## src/rtl/estagio_busca.sv

```systemverilog
`default_nettype none
// ============================================================================
// Module   : estagio_busca
// Function : RISC-V instruction-fetch stage. Owns the PC, fetches words from
//            instruction memory over a req/ack handshake and hands each
//            instruction (with its PC) to decode via a valid/ready register.
//            Redirects from execute flush the held instruction and discard
//            any in-flight memory response.
// Revision : 1.0 - initial release
// ============================================================================
module estagio_busca #(
  parameter int                    DATA_WIDTH = 32,
  parameter logic [DATA_WIDTH-1:0] PC_RESET   = '0
) (
  input  logic                  clk,
  input  logic                  rst,
  output logic                  mem_req,
  output logic [DATA_WIDTH-1:0] mem_addr,
  input  logic                  mem_ack,
  input  logic [DATA_WIDTH-1:0] mem_rdata,
  input  logic                  desvio,
  input  logic [DATA_WIDTH-1:0] alvo_desvio,
  input  logic                  pronto_decod,
  output logic                  valid_saida,
  output logic [DATA_WIDTH-1:0] instr_saida,
  output logic [DATA_WIDTH-1:0] pc_instr
);

  localparam logic [1:0] INICIO   = 2'd0;
  localparam logic [1:0] BUSCA    = 2'd1;
  localparam logic [1:0] DESCARTA = 2'd2;
  localparam logic [1:0] ENTREGA  = 2'd3;

  // Reset PC with the low bits cleared so fetches are always word aligned.
  localparam logic [DATA_WIDTH-1:0] C_PC_INICIAL = {PC_RESET[DATA_WIDTH-1:2], 2'b00};

  logic [1:0]            state_q,   state_d;
  logic [DATA_WIDTH-1:0] pc_q,      pc_d;
  logic [DATA_WIDTH-1:0] pc_alvo_q, pc_alvo_d;
  logic [DATA_WIDTH-1:0] instr_q,   instr_d;
  logic [DATA_WIDTH-1:0] pc_instr_q, pc_instr_d;
  logic                  valid_q,   valid_d;

  logic [DATA_WIDTH-1:0] w_alvo_alinhado;
  logic                  w_unused_alvo_lsb;

  // Redirect targets are forced to a word boundary; the dropped bits are unused.
  assign w_alvo_alinhado   = {alvo_desvio[DATA_WIDTH-1:2], 2'b00};
  assign w_unused_alvo_lsb = ^alvo_desvio[1:0];

  // Next-state / datapath decision for the fetch FSM.
  always_comb begin
    state_d    = state_q;
    pc_d       = pc_q;
    pc_alvo_d  = pc_alvo_q;
    instr_d    = instr_q;
    pc_instr_d = pc_instr_q;

    case (state_q)
      INICIO: begin
        state_d = BUSCA;
      end

      BUSCA: begin
        if (mem_ack) begin
          if (desvio) begin
            // Response belongs to the wrong path: drop it, refetch at target.
            pc_d = w_alvo_alinhado;
          end else begin
            instr_d    = mem_rdata;
            pc_instr_d = pc_q;
            pc_d       = pc_q + DATA_WIDTH'(4);
            state_d    = ENTREGA;
          end
        end else if (desvio) begin
          // Request cannot be withdrawn; remember target and wait for the ack.
          pc_alvo_d = w_alvo_alinhado;
          state_d   = DESCARTA;
        end
      end

      DESCARTA: begin
        if (mem_ack) begin
          // Latest redirect wins, including one arriving with the ack.
          pc_d    = desvio ? w_alvo_alinhado : pc_alvo_q;
          state_d = BUSCA;
        end else if (desvio) begin
          pc_alvo_d = w_alvo_alinhado;
        end
      end

      ENTREGA: begin
        if (desvio) begin
          // Flush has priority over consumption.
          pc_d    = w_alvo_alinhado;
          state_d = BUSCA;
        end else if (pronto_decod) begin
          state_d = BUSCA;
        end
      end

      default: begin
        state_d = INICIO;
      end
    endcase

    valid_d = (state_d == ENTREGA);
  end

  // State and output registers, asynchronously reset.
  always_ff @(posedge clk or posedge rst) begin
    if (rst) begin
      state_q    <= INICIO;
      pc_q       <= C_PC_INICIAL;
      pc_alvo_q  <= '0;
      instr_q    <= '0;
      pc_instr_q <= '0;
      valid_q    <= 1'b0;
    end else begin
      state_q    <= state_d;
      pc_q       <= pc_d;
      pc_alvo_q  <= pc_alvo_d;
      instr_q    <= instr_d;
      pc_instr_q <= pc_instr_d;
      valid_q    <= valid_d;
    end
  end

  // Memory request is decoded purely from state and PC.
  assign mem_req     = (state_q == BUSCA) || (state_q == DESCARTA);
  assign mem_addr    = pc_q;
  assign valid_saida = valid_q;
  assign instr_saida = instr_q;
  assign pc_instr    = pc_instr_q;

endmodule
`default_nettype wire

```

## config.mk

```make
export PLATFORM = sky130hd
export DESIGN_NAME = estagio_busca
export DESIGN_NICKNAME = d
export VERILOG_FILES = /design/src/rtl/estagio_busca.sv
export SDC_FILE = /design/constraint.sdc
export NUM_CORES = 1
export LEC_CHECK = 0
export BUFFER_PORTS_ARGS = -buffer_cell sky130_fd_sc_hd__buf_2
export CORE_MARGIN = 4
export CORE_UTILIZATION = 25
export CTS_CLUSTER_SIZE = 30
export DETAILED_ROUTE_END_ITERATION = 8
export PLACE_DENSITY = 0.43
export SLEW_MARGIN = 20
export SYNTH_ARGS = -nofsm -noshare
export SYNTH_HDL_FRONTEND = slang
export SYNTH_SLANG_ARGS = --single-unit
export TNS_END_PERCENT = 100
```

## constraint.sdc

```tcl
create_clock -name clk -period 8.35 [get_ports clk]
set_clock_uncertainty 0.1 [all_clocks]
set_input_delay 1.67 -clock clk [delete_from_list [all_inputs] [get_ports clk]]
set_output_delay 1.67 -clock clk [all_outputs]
set_load 0.02 [all_outputs]
```

# [After elaboration in Yosys (flattened, before gate mapping)]
# Index checks and enable logic that the tools add are counted.
[op_classes] mul=0 order_cmp=0 shifts=0 n_eq_ne=7 div=0 add_sub_neg=1 muxes=13 n_reduce_logical=7 bitwise=2
[ops] cell="32-bit 2-to-1 mux" count=5
[ops] cell="32-bit case mux with 3 select lines" count=1
[ops] cell="32-bit by 3-bit adder with 32-bit output, second input constant" count=1
[ops] cell="2-bit 2-to-1 mux" count=6
[ops] cell="2-bit case mux with 4 select lines" count=1
[ops] cell="2-bit equality test, second input constant" count=3
[ops] cell="2-bit != test, second input constant" count=3
[ops] cell="4-bit AND reduction" count=1
[ops] cell="3-bit AND reduction" count=1
[ops] cell="3-bit nonzero test" count=1
[ops] cell="2-bit by 1-bit equality test with 1-bit output, second input constant" count=1
[ops] cell="2-bit zero test" count=1
[ops] cell="1-bit inverter" count=2
[ops] cell="2-bit AND reduction" count=1
[ops] cell="2-bit OR reduction" count=1
[ops] cell="1-bit logical OR" count=1
[totals] register_bits=131 rom_bits=0 mem_count=0 latch_bits=0 elab_cells=36 output_inout_bits=98 mem_bits_rw=0 input_bits=69

# [Depth between registers and ports, before layout]
[depth] word_depth=4 ltp_mapped=10 mapped_depth_nobuf=7

# [Worst setup path after synthesis]
# OpenSTA, ideal clock, no wires.
[synth_path] kind="input to register" startpoint="input port desvio" endpoint="register pc_instr_q[0] (netlist: pc_instr[0])" setup_ns=0.125 setup_slack_ns=5.169 n_path_buf=3 path_stages=6 required_time_ns=8.125 arrival_ns=2.956 cell_sequence="buf_2 > nor2b_1 > nand2_1 > clkbuf_1 > clkbuf_1 > mux2_2"
[synth_via] elab_chain_cells=2
[synth_lines] item="start, declared" line="21" rtl="input logic desvio,"
[synth_lines] item="1-bit inverter (no line)"
[synth_lines] item="3-bit AND reduction (no line)"
[synth_lines] item="end signal, assigned" line="124" rtl="pc_instr_q <= pc_instr_d;"
[synth_lines] item="end, declared" line="41" rtl="logic [DATA_WIDTH-1:0] pc_instr_q, pc_instr_d;"
# No other way between the ends.
# A chain may end at the register's enable or synchronous reset.

# [Worst setup path after layout]
[layout_path] startpoint="input port desvio" endpoint="register pc_q[26] (netlist: mem_addr[26])"
[layout_via] elab_chain_cells=3 word_cells_on_any_way=7 cone_classes="1 x eq/ne; 5 x mux; 1 x reduce/logical"
[layout_lines] item="32-bit 2-to-1 mux, on equally long branches"
[layout_lines] item="32-bit 2-to-1 mux, on equally long branches" line="83, 65"
[layout_lines] item="32-bit case mux with 3 select lines" line="59" rtl="case (state_q)"
[layout_lines] item="end signal, assigned" line="121" rtl="pc_q <= pc_d;"
[layout_lines] item="end, declared" line="38" rtl="logic [DATA_WIDTH-1:0] pc_q, pc_d;"
# Several ways; a longest one is shown, not always the timed one. The select of a mux whose other input is x is not followed.

==> results.md <==
- Final slew viol count: 0
- Gp weighted congestion: 0.770
- EDFF count, synth: 0
- Port buffer count: 164
- Final period utilization: 0.404
- Top cells by area, synth: dfrtp_1, mux2_2, o21ai_0, a221oi_1, nand2_1
- Actual slew at the worst max-slew pin: 1150 ps
- PostCTS Resize Cnt: 0
- Number of global-route vias before repair: 5062
- #FFs+latches synth: 131
- Clock sinks: 131
- Yosys warning count: 0
- CP Max Fanout: 26
- Crit-path cells: buf_2, inv_1, nand2_1, buf_4, or3_1, or3_1, nand3_1
- CTS Buffer Depth: 2
- DRT Pass-1 Iters: 5
- Maximum clock rate: 297 MHz
- Pwr Density: 424 nW/um2
- Worst-path clk slew: 60 ps
- Residual DRC: 0
- DP Wirelength: 12400 um
- Ys flop type: dfrtp_1
- Most frequent cells in the layout: buf_2, dfrtp_1, mux2_2
- Cell count after synthesis: 523
- Via density per instance: 4.87
- DRT Wirelength: 18400 um
- Hold Crit Depth: 2
- Post-synth top area cell: dfrtp_1
- GRT Max-Usage Layer: met2
- Post-Syn Area: 6080 um2
- Synth cell types: 54
- Fin nets: 752
- Endpoints failing hold: 0
- Routed length per instance: 18.2 um
- GRT overflow: 0
- DR vias: 4927
- Initial DRC Count: 297
- Slowest stage delay, CP: 380 ps
- CTS root buffer: clkbuf_16
- H-tree levels: 4
- Starting Density: 0.257
- Met3 usage: 0.0344
- Final setup margin: 4980 ps
- CP dominant cell by count: or3_1
- Tot GR Track Use: 0.137
- Worst-case reg-to-reg path depth: 9
- Post-CTS setup buffer count: 0
- Commonest non-fill, non-tap cell in the layout: buf_2
- Worst setup SP type: input pin
- GR Layer Usage met2: 0.230
- CP required: 8600 ps
- Layout area overhead: 29.1%
- Setup TNS: 0 ps
- Worst setup EP type: flip-flop
- Slew margin rel.: 0.228
- Final setup viols: 0
- Net count after synthesis: 597
- CTS buffer count: 17
- Worst-Skew Late Latency: 420 ps
- Peak supply drop: 0.000135 V
- Leakage: 3.57 nW
- Boundary Pins: 167
- Max_cap viols: 0
- Final Critical Period: 3370 ps
- Die Y: 164 um
- Antenna viol nets, final: 0
- Crit path kind: input pin to flip-flop
- Area share of the largest cell type after synthesis: 0.539
- Largest net degree at the start of global routing: 91
- Status: completed
- Die area: 26900 um2
- Fillers: 2443
- Worst Path Arrival: 3620 ps
- Share of cells above drive strength 1: 0.446
- CTS tree: done
- Worst path slowest cell: or3_1
- Num rows: 56
- RSZ-0062 raised after global routing: no
- Async SR Flop Fraction: 1.00
- First-pass GRT wire length: 28400 um
- Pre-CTS WS: 4550 ps
- GR Util met1: 0.170
- Sequential area share after synthesis: 0.539
- Syn_area_per_cell: 11.6 um2
- Core area: 23700 um2
- Initial antenna violation count: 1
- Die width: 164 um
- Cts-stage hold buffer count: 0
- HP Class: flip-flop to flip-flop
[worst max-delay path: cells and delay by family]
family                 cells  cell delay (ps)
buffers and inverters      3              830
AND/OR/NAND/NOR            4             1120
[worst paths after layout]
path	slack (ps)	endpoint	from
max in group asynchronous	5700	pc_alvo_q[31]	rst
setup / recovery	4980	mem_addr[26]	desvio
setup reg to reg	5440	mem_addr[26]	state_q[0]
min in group asynchronous	1310	instr_saida[8]	rst
hold / removal	380	pc_instr[6]	pc_instr[6]
hold reg to reg	380	pc_instr[6]	pc_instr[6]
[sequential cells by signal, summed over array words and instances (netlist names)]
name         count
instr_saida     32
mem_addr        32
pc_alvo_q       32
pc_instr        32
state_q          2
valid_saida      1
[metal layers]
metal | share of wire | wire, um | vias to the layer above
met5 | 0 | 0 | -
met4 | 0.015 | 276 | 0
met1 | 0.44 | 8110 | 2500
met2 | 0.50 | 9180 | 138
li1 | - | - | 2272
met3 | 0.045 | 832 | 17
[final cells by class]
cell class | instances | area [um2] | area share
flip-flops and latches | 131 | 3280 | 0.418
multi-input cells | 351 | 2650 | 0.338
repair buffers | 169 | 858 | 0.109
clock buffers | 21 | 470 | 0.0600
well taps | 319 | 399 | 0.0509
clock inverters | 11 | 149 | 0.0190
inverters | 8 | 35.0 | 0.00447
diodes | 2 | 5.00 | 0.000638
[power breakdown]
group          switching [W]  internal (W)  total [W]
sequential          0.000253      0.000939    0.00119
clock               0.000293      0.000495   0.000788
combinational       0.000806      0.000539    0.00134
total                0.00135       0.00197    0.00332
[cells in the mapped netlist (2+ instances only)]
library cell  count
a211o_1           2
a21oi_1          20
a221oi_1         15
a222oi_1          8
a22o_1            2
a22oi_1           7
a2bb2oi_1         2
a31oi_1           5
and2_1            3
and3_1            4
and4_1            3
buf_1             5
buf_2             8
clkbuf_1         20
dfrtp_1         131
ha_1              5
inv_1             8
mux2_2           93
nand2_1          33
nand2b_1          3
nand3_1          11
nand4_1           6
nand4_2           2
nor2_1           28
nor2b_1           6
nor3_1            3
nor4_1            6
nor4b_1           2
o211a_1           3
o211ai_1          2
o21a_1            2
o21ai_0          46
o22ai_1           2
o2bb2ai_1         3
o31a_1            2
o31ai_1           2
or2_2             2
or3_1             2
[stage by stage]
step / cells / hold WS (ps) / cell area (um2) / total power (W) / utilization
final: 1012 / 375 / 7840 / 0.00332 / 0.331
after global routing: 1011 / 410 / 7840 / 0.00354 / 0.331
after CTS: 1010 / 380 / 7840 / 0.00337 / 0.331
after detailed placement: 978 / 365 / 7220 / 0.00257 / 0.305
after global placement: 978 / 364 / 7220 / 0.00252 / 0.305
after floorplan: 523 / 353 / 6080 / 0.00207 / -
[logic make-up after synthesis]
kind of cell	after synthesis	share of synthesized area
and+or+nand+nor	124	0.109
adders and majority gates	5	0.0103
AOI/OAI and AO/OA	129	0.142
buffers and inverters	41	0.0270
DFF	131	0.539
muxes	93	0.172
Power figures use the tool's default switching activity.
